<file path="src/rtl/char_select_ctrl_if.sv">
// Character-select bus: raw buttons and the frame pulse go in, and the glyph
// address and status flags come out. clk9MHz and reset stay plain ports.
interface char_select_ctrl_if #(
    parameter int ADDR_W = 4
);
    logic              button1;
    logic              button0;
    logic              frameStart;
    logic [ADDR_W-1:0] characterAddress;
    logic              pending;
    logic              addrUpdated;

    // Display side: drives the buttons and frameStart, observes the address.
    modport master (
        output button1, button0, frameStart,
        input  characterAddress, pending, addrUpdated
    );

    // Controller side.
    modport slave (
        input  button1, button0, frameStart,
        output characterAddress, pending, addrUpdated
    );
endinterface

</file>
<file path="src/rtl/char_select_ctrl.sv">
// char_select_ctrl: a frame-synchronous glyph-select controller on clk9MHz.
// Each raw button is synchronised and debounced, and each press becomes an
// up or down step request. At most one step is held pending, and it is
// committed to characterAddress only on frameStart.
// Optional macro AUTO_REPEAT_EN adds held-button auto-repeat through the
// HOLD_DELAY and REPEAT states. Without it, each press gives exactly one step.
module char_select_ctrl #(
    parameter int NUM_CHARS       = 13,
    parameter int ADDR_W          = 4,
    parameter int DEBOUNCE_CYCLES = 90000,
    parameter int REPEAT_DELAY    = 4500000,
    parameter int REPEAT_PERIOD   = 1500000
) (
    input logic               clk9MHz,
    input logic               reset,
    char_select_ctrl_if.slave bus
);

    // An unusable parameter set shows up as a g_illegal_params scope in the hierarchy.
    if (NUM_CHARS < 1 || NUM_CHARS > (1 << ADDR_W) || DEBOUNCE_CYCLES < 1 ||
        REPEAT_DELAY < 1 || REPEAT_PERIOD < 1) begin : g_illegal_params
    end

    localparam int                DB_W      = (DEBOUNCE_CYCLES > 1) ? $clog2(DEBOUNCE_CYCLES) : 1;
    localparam logic [DB_W-1:0]   DB_LAST   = DB_W'(DEBOUNCE_CYCLES - 1);
    localparam logic [ADDR_W-1:0] ADDR_LAST = ADDR_W'(NUM_CHARS - 1);

    // Index 1 = button1 (step up), index 0 = button0 (step down); all active-low.
    logic [1:0]      raw;
    logic [1:0]      sync1;
    logic [1:0]      sync2;
    logic [1:0]      level;
    logic [DB_W-1:0] db_cnt [2];
    logic [1:0]      req;

    logic              new_up;
    logic              new_dn;
    logic              has_new;
    logic              pend_up;
    logic              commit_d;
    logic [ADDR_W-1:0] addr;
    logic              pend;
    logic              updated;

    // Gather the raw buttons and classify this cycle's request; simultaneous up+down is discarded.
    always_comb begin
        raw     = {bus.button1, bus.button0};
        new_up  = req[1] & ~req[0];
        new_dn  = req[0] & ~req[1];
        has_new = new_up | new_dn;
    end

    assign bus.characterAddress = addr;
    assign bus.pending          = pend;
    assign bus.addrUpdated      = updated;

    // Two-flop synchroniser followed by a stable-count debouncer for each button.
    always_ff @(posedge clk9MHz) begin
        if (reset) begin
            sync1 <= '1;
            sync2 <= '1;
            level <= '1;
            for (int unsigned i = 0; i < 2; i++) db_cnt[i] <= '0;
        end else begin
            sync1 <= raw;
            sync2 <= sync1;
            for (int unsigned i = 0; i < 2; i++) begin
                if (sync2[i] == level[i]) begin
                    db_cnt[i] <= '0;
                end else if (db_cnt[i] == DB_LAST) begin
                    level[i]  <= sync2[i];
                    db_cnt[i] <= '0;
                end else begin
                    db_cnt[i] <= db_cnt[i] + 1'b1;
                end
            end
        end
    end

`ifdef AUTO_REPEAT_EN
    typedef enum logic [1:0] {IDLE, HOLD_DELAY, REPEAT} btn_state_t;

    localparam int              TM_MAX  = (REPEAT_DELAY > REPEAT_PERIOD) ? REPEAT_DELAY : REPEAT_PERIOD;
    localparam int              TM_W    = (TM_MAX > 1) ? $clog2(TM_MAX) : 1;
    localparam logic [TM_W-1:0] RD_LAST = TM_W'(REPEAT_DELAY - 1);
    localparam logic [TM_W-1:0] RP_LAST = TM_W'(REPEAT_PERIOD - 1);

    btn_state_t      state [2];
    logic [TM_W-1:0] timer [2];

    // Per-button press/auto-repeat FSM with a registered step request.
    // In IDLE, a low debounced level can only mean a fresh 1->0 edge, because
    // every state falls back to IDLE as soon as the level returns high.
    always_ff @(posedge clk9MHz) begin
        if (reset) begin
            req <= '0;
            for (int unsigned i = 0; i < 2; i++) begin
                state[i] <= IDLE;
                timer[i] <= '0;
            end
        end else begin
            for (int unsigned i = 0; i < 2; i++) begin
                req[i] <= 1'b0;
                if (level[i]) begin
                    state[i] <= IDLE;
                    timer[i] <= '0;
                end else begin
                    case (state[i])
                        IDLE: begin
                            state[i] <= HOLD_DELAY;
                            req[i]   <= 1'b1;
                            timer[i] <= '0;
                        end
                        HOLD_DELAY: begin
                            if (timer[i] == RD_LAST) begin
                                state[i] <= REPEAT;
                                req[i]   <= 1'b1;
                                timer[i] <= '0;
                            end else begin
                                timer[i] <= timer[i] + 1'b1;
                            end
                        end
                        REPEAT: begin
                            if (timer[i] == RP_LAST) begin
                                req[i]   <= 1'b1;
                                timer[i] <= '0;
                            end else begin
                                timer[i] <= timer[i] + 1'b1;
                            end
                        end
                        default: begin
                            state[i] <= IDLE;
                            timer[i] <= '0;
                        end
                    endcase
                end
            end
        end
    end
`else
    typedef enum logic {IDLE, HELD} btn_state_t;

    btn_state_t state [2];

    // Per-button press FSM: exactly one registered step request per accepted press.
    always_ff @(posedge clk9MHz) begin
        if (reset) begin
            req <= '0;
            for (int unsigned i = 0; i < 2; i++) state[i] <= IDLE;
        end else begin
            for (int unsigned i = 0; i < 2; i++) begin
                req[i] <= 1'b0;
                if (level[i]) begin
                    state[i] <= IDLE;
                end else if (state[i] == IDLE) begin
                    state[i] <= HELD;
                    req[i]   <= 1'b1;
                end
            end
        end
    end
`endif

    // One-deep pending step, committed modulo NUM_CHARS on frameStart.
    // addrUpdated trails the address change by one cycle.
    always_ff @(posedge clk9MHz) begin
        if (reset) begin
            addr     <= '0;
            pend     <= 1'b0;
            pend_up  <= 1'b0;
            commit_d <= 1'b0;
            updated  <= 1'b0;
        end else begin
            commit_d <= 1'b0;
            updated  <= commit_d;
            if (bus.frameStart && pend) begin
                commit_d <= 1'b1;
                if (pend_up) addr <= (addr == ADDR_LAST) ? '0 : addr + 1'b1;
                else         addr <= (addr == '0) ? ADDR_LAST : addr - 1'b1;
            end
            if (bus.frameStart) begin
                // The old entry commits above, and any new request becomes the sole pending entry.
                pend <= has_new;
                if (has_new) pend_up <= new_up;
            end else if (has_new) begin
                if (!pend) begin
                    pend    <= 1'b1;
                    pend_up <= new_up;
                end else if (pend_up != new_up) begin
                    pend <= 1'b0;
                end
            end
        end
    end

endmodule

</file>
<file path="src/flat_wrapper.sv">
// flat-port wrapper written by rule: the top's interface ports become plain ports
module char_select_ctrl_flat 
#(
    parameter int NUM_CHARS       = 13,
    parameter int ADDR_W          = 4,
    parameter int DEBOUNCE_CYCLES = 90000,
    parameter int REPEAT_DELAY    = 4500000,
    parameter int REPEAT_PERIOD   = 1500000
)
  (clk9MHz, reset, bus_button1, bus_button0, bus_frameStart, bus_characterAddress, bus_pending, bus_addrUpdated);
  char_select_ctrl_if #(.ADDR_W(ADDR_W)) bus_i ();
  input logic clk9MHz;
  input logic reset;
  input wire logic [$bits(bus_i.button1)-1:0] bus_button1;
  input wire logic [$bits(bus_i.button0)-1:0] bus_button0;
  input wire logic [$bits(bus_i.frameStart)-1:0] bus_frameStart;
  output wire logic [$bits(bus_i.characterAddress)-1:0] bus_characterAddress;
  output wire logic [$bits(bus_i.pending)-1:0] bus_pending;
  output wire logic [$bits(bus_i.addrUpdated)-1:0] bus_addrUpdated;
  assign bus_i.button1 = bus_button1;
  assign bus_i.button0 = bus_button0;
  assign bus_i.frameStart = bus_frameStart;
  assign bus_characterAddress = bus_i.characterAddress;
  assign bus_pending = bus_i.pending;
  assign bus_addrUpdated = bus_i.addrUpdated;
  char_select_ctrl #(.NUM_CHARS(NUM_CHARS), .ADDR_W(ADDR_W), .DEBOUNCE_CYCLES(DEBOUNCE_CYCLES), .REPEAT_DELAY(REPEAT_DELAY), .REPEAT_PERIOD(REPEAT_PERIOD)) u_core (.clk9MHz(clk9MHz), .reset(reset), .bus(bus_i));
endmodule
</file>
<file path="config.mk">
export PLATFORM = sky130hd
export DESIGN_NAME = char_select_ctrl_flat
export DESIGN_NICKNAME = d
export VERILOG_FILES = /design/src/rtl/char_select_ctrl_if.sv /design/src/rtl/char_select_ctrl.sv /design/src/flat_wrapper.sv
export SDC_FILE = /design/constraint.sdc
export NUM_CORES = 1
export LEC_CHECK = 0
export CAP_MARGIN = 0
export CORE_MARGIN = 5
export CORE_UTILIZATION = 25
export DETAILED_ROUTE_END_ITERATION = 12
export PLACE_DENSITY = 0.39
export SYNTH_ARGS = -nofsm -noshare
export SYNTH_HDL_FRONTEND = slang
export SYNTH_SLANG_ARGS = --single-unit
</file>
<file path="constraint.sdc">
create_clock -name clk9MHz -period 5.1 [get_ports clk9MHz]
set_input_delay 1.275 -clock clk9MHz [delete_from_list [all_inputs] [get_ports clk9MHz]]
set_output_delay 1.275 -clock clk9MHz [all_outputs]
set_load 0.01 [all_outputs]
</file>
==> reports/results.tsv <==
stage	metric	value	unit
outcome	status	completed	
grt	grt-ovfl-total	0	
clock_tree	cts_root_buffer	clkbuf_8	
placed_design	port_buffers	10	
pwr	p_sw_share	24.1	%
finish	fin_nets	308	
run	drv_cap	0	
finish	synthToLayoutAreaGrowth	17.5	%
finish	n_antenna_cell	0	
clock_tree	worst_skew_pair.late_latency	0.31	ns
detailed_routing	wl_per_cell	10.3	um
logic_synthesis	yosys-top-cells-area	edfxtp_1 40%, dfxtp_1 13%, xnor2_1 9.6%, nor2_1 6.5%, nor3_1 3.0%	
critical_path	cp_cell_sequence	clkdlybuf4s50_1	
sta	layout_min_cycle_time	2.70	ns
floorplanning	core_area	10300	um^2
logic_synthesis	synth_compound_area_share	5.60	%
pwr	powerDensity	246	nW/um^2
logic_synthesis	synth.distinct_cells	38	
critical_path	critPathKind	register to output port	
grt	antenna_found_initial	0	
critical_path	crit_path_top_delay_cell	clkdlybuf4s50_1	
critical_path	max_stage_delay	0.60	ns
detailed_routing	route.detailed.drc	0	
finish	final_cell_mix	46 x nor2_1, 35 x edfxtp_1, 34 x conb_1	
critical_path	critical_path_required	3.83	ns
finish	fill_cells	1069	
logic_synthesis	synth_top_cell_by_area	edfxtp_1	
logic_synthesis	ys.flop_type	edfxtp_1	
sta	maxSlewHeadroom	55.6	%
placed_design	dpl.hpwl	3230	um
logic_synthesis	ys_ff_latch	52	
pwr	power	763	uW
grt	grt_max_degree	24	
pwr	power_switching	184	uW
sta	slew_violations	0	
pwr	p_int	579	uW
floorplanning	initial_core_util	25.5	%
logic_synthesis	synthAdderAreaFrac	2.37	%
pwr	pwr-share-comb	4.3	%
grt	grt_use_total	7.51	%
clock_tree	cts_htree_levels	2	
finish	layout_commonest_cell	nor2_1	
logic_synthesis	synth_edf_count	35	
pwr	sequentialPowerShare	62.4	%
logic_synthesis	ys_async_sr_fraction	0	%
critical_path	cp_top_family	buffers and inverters	
min_path	hp-class	register to register	
floorplanning	io-pin-count	11	
detailed_routing	drtIter0Drc	53	
logic_synthesis	ys_seq_area_share	52.8	%
floorplanning	die_height	113	um
grt	first_global_vias	1789	
pwr	clockPowerShare	33.2	%
sta	setup_tns	0	ns
clock_tree	post-cts-setup-buffers	0	
logic_synthesis	synth_top_family_by_area	simple AND/OR/NAND/NOR gates	
logic_synthesis	syn_avg_cell_area	10.4	um^2
detailed_routing	vias_per_cell	4.18	
detailed_routing	final_antenna_net_count	0	
clock_tree	cts_tree	yes	
logic_synthesis	ys_warn_count	0	
clock_tree	cts-hold-fix-buffers	0	
sta	tightest_slew	0.667	ns
logic_synthesis	synthCells	253	
critical_path	arrival	1.42	ns
finish	layout-drive-gt1-share	6.35	%
clock_tree	cts_resized	0	
critical_path	endpoint_kind	output port	
critical_path	start_kind	register	
floorplanning	fp.dieArea	12700	um^2
floorplanning	die_x	113	um
logic_synthesis	synth_simple_gate_area_share	23.9	%
sta	fin_crit_sh	52.9	%
sta	final_hold_viol_count	0	
critical_path	cp_num_buf_inv	1	
sta	rsz0062_at_grt	false	
pwr	leakagePower	1.02	nW
clock_tree	clkTransAtPathRegs	0.11	ns
placed_design	gp_congestion	0.686	
sta	setup_viol	0	
clock_tree	cts_made_buffers	5	
logic_synthesis	syn_area	2640	um^2
logic_synthesis	synth_top_area_share	39.8	%
pwr	max-vdd-ir-drop	0.101	mV
detailed_routing	num_vias	1820	
sta	max_freq	0.371	GHz
logic_synthesis	synth_xor_area_share	11.0	%
detailed_routing	drt-pass1-iter-count	6	
detailed_routing	postRouteWirelength	4490	um
clock_tree	cts.path.max_buffers	2	
sta	finalClockSkew	0.0162	ns
floorplanning	rows	37	
grt	grt_pass1_wl	8020	um
logic_synthesis	muxShareOfSynthArea	1.52	%
clock_tree	numClockSinks	52	
critical_path	worst-path-max-fanout	9	
## power groups by stage
stage / Clock (mW) / Combinational [mW] / Sequential, mW
global route: 0.285 / 0.0381 / 0.479
floorplan: 0 / 0.0261 / 0.482
finish: 0.253 / 0.0330 / 0.476
detailed placement: 0 / 0.0329 / 0.486
global placement: 0 / 0.0331 / 0.486
CTS: 0.272 / 0.0332 / 0.476
## cell usage after synthesis (all sizes together) (3+ instances only)
cell / count
dfxtp: 17
or2: 5
inv: 10
nor2: 46
o21ai: 3
xnor2: 29
a21oi: 6
nor4: 10
nand2: 9
nand4: 11
ha: 5
nor3: 16
mux2i: 4
and3: 6
xor2: 4
edfxtp: 35
clkbuf: 4
nand3: 12
## per-stage QoR
stage	setup slack, ns	hold WS, ns	std cells	cell area, um^2	util, %
floorplan	3.13	0.367	286	2760	-
global route	2.31	0.411	435	3100	30.0
detailed placement	2.37	0.373	427	3000	29.1
global placement	2.37	0.373	427	3000	29.1
finish	2.40	0.387	435	3100	30.0
CTS	2.39	0.389	435	3100	30.0
## path summary, 6_finish.rpt
path	from	end	slack [ns]	depth (start not counted)
worst max-delay path	u_core.bus.characterAddress[3]$_SDFFE_PP0P_	bus_characterAddress[3]	2.40	1
worst min-delay path	u_core.state[1]$_DFF_P_	u_core.req[1]$_SDFF_PP0_	0.39	1
worst max register to register	u_core.db_cnt[1][4]$_SDFFCE_PN0P_	u_core.db_cnt[1][10]$_SDFFCE_PN0P_	2.96	4
worst min register to register	u_core.state[1]$_DFF_P_	u_core.req[1]$_SDFF_PP0_	0.39	1
## sequential cells by signal, indices dropped and copies added, names as in the netlist
name                         cells
u_core.pend_up                   1
u_core.commit_d                  1
u_core.db_cnt                   34
u_core.sync1                     2
u_core.bus.addrUpdated           1
u_core.req                       2
u_core.state                     2
u_core.bus.characterAddress      4
u_core.sync2                     2
u_core.level                     2
u_core.bus.pending               1
## cells by family (layout without fill, tap and decap cells)
family	Yosys count	after routing
adder cells (fa/ha/maj)	5	5
multiplexers	4	4
AND/OR/NAND/NOR	124	124
flip-flops	52	52
XOR/XNOR	33	33
AO/OA/AOI/OAI	18	18
other	1	34
buffers and inverters	16	29
## final cells by class
| type | instances | area [um^2] | share of cell area [%] |
|---|---|---|---|
| Clock buffer | 5 | 68.8 | 2.22 |
| Clock inverter | 3 | 26.3 | 0.848 |
| Inverter | 10 | 37.5 | 1.21 |
| Multi-Input combinational cell | 218 | 1300 | 41.9 |
| Sequential cell | 52 | 1390 | 44.9 |
| Tap cell | 136 | 170 | 5.49 |
| Timing Repair Buffer | 11 | 108 | 3.47 |
## metal layers
layer  global-route usage, %  part of all wire [%]  wire, um
met1                    9.95                    52      2350
met2                    12.0                    43      1950
met5                       0                     0         0
met4                    2.40                   1.2        54
met3                    1.87                   3.0       133
Note: power is estimated with default switching activity, not from simulation.
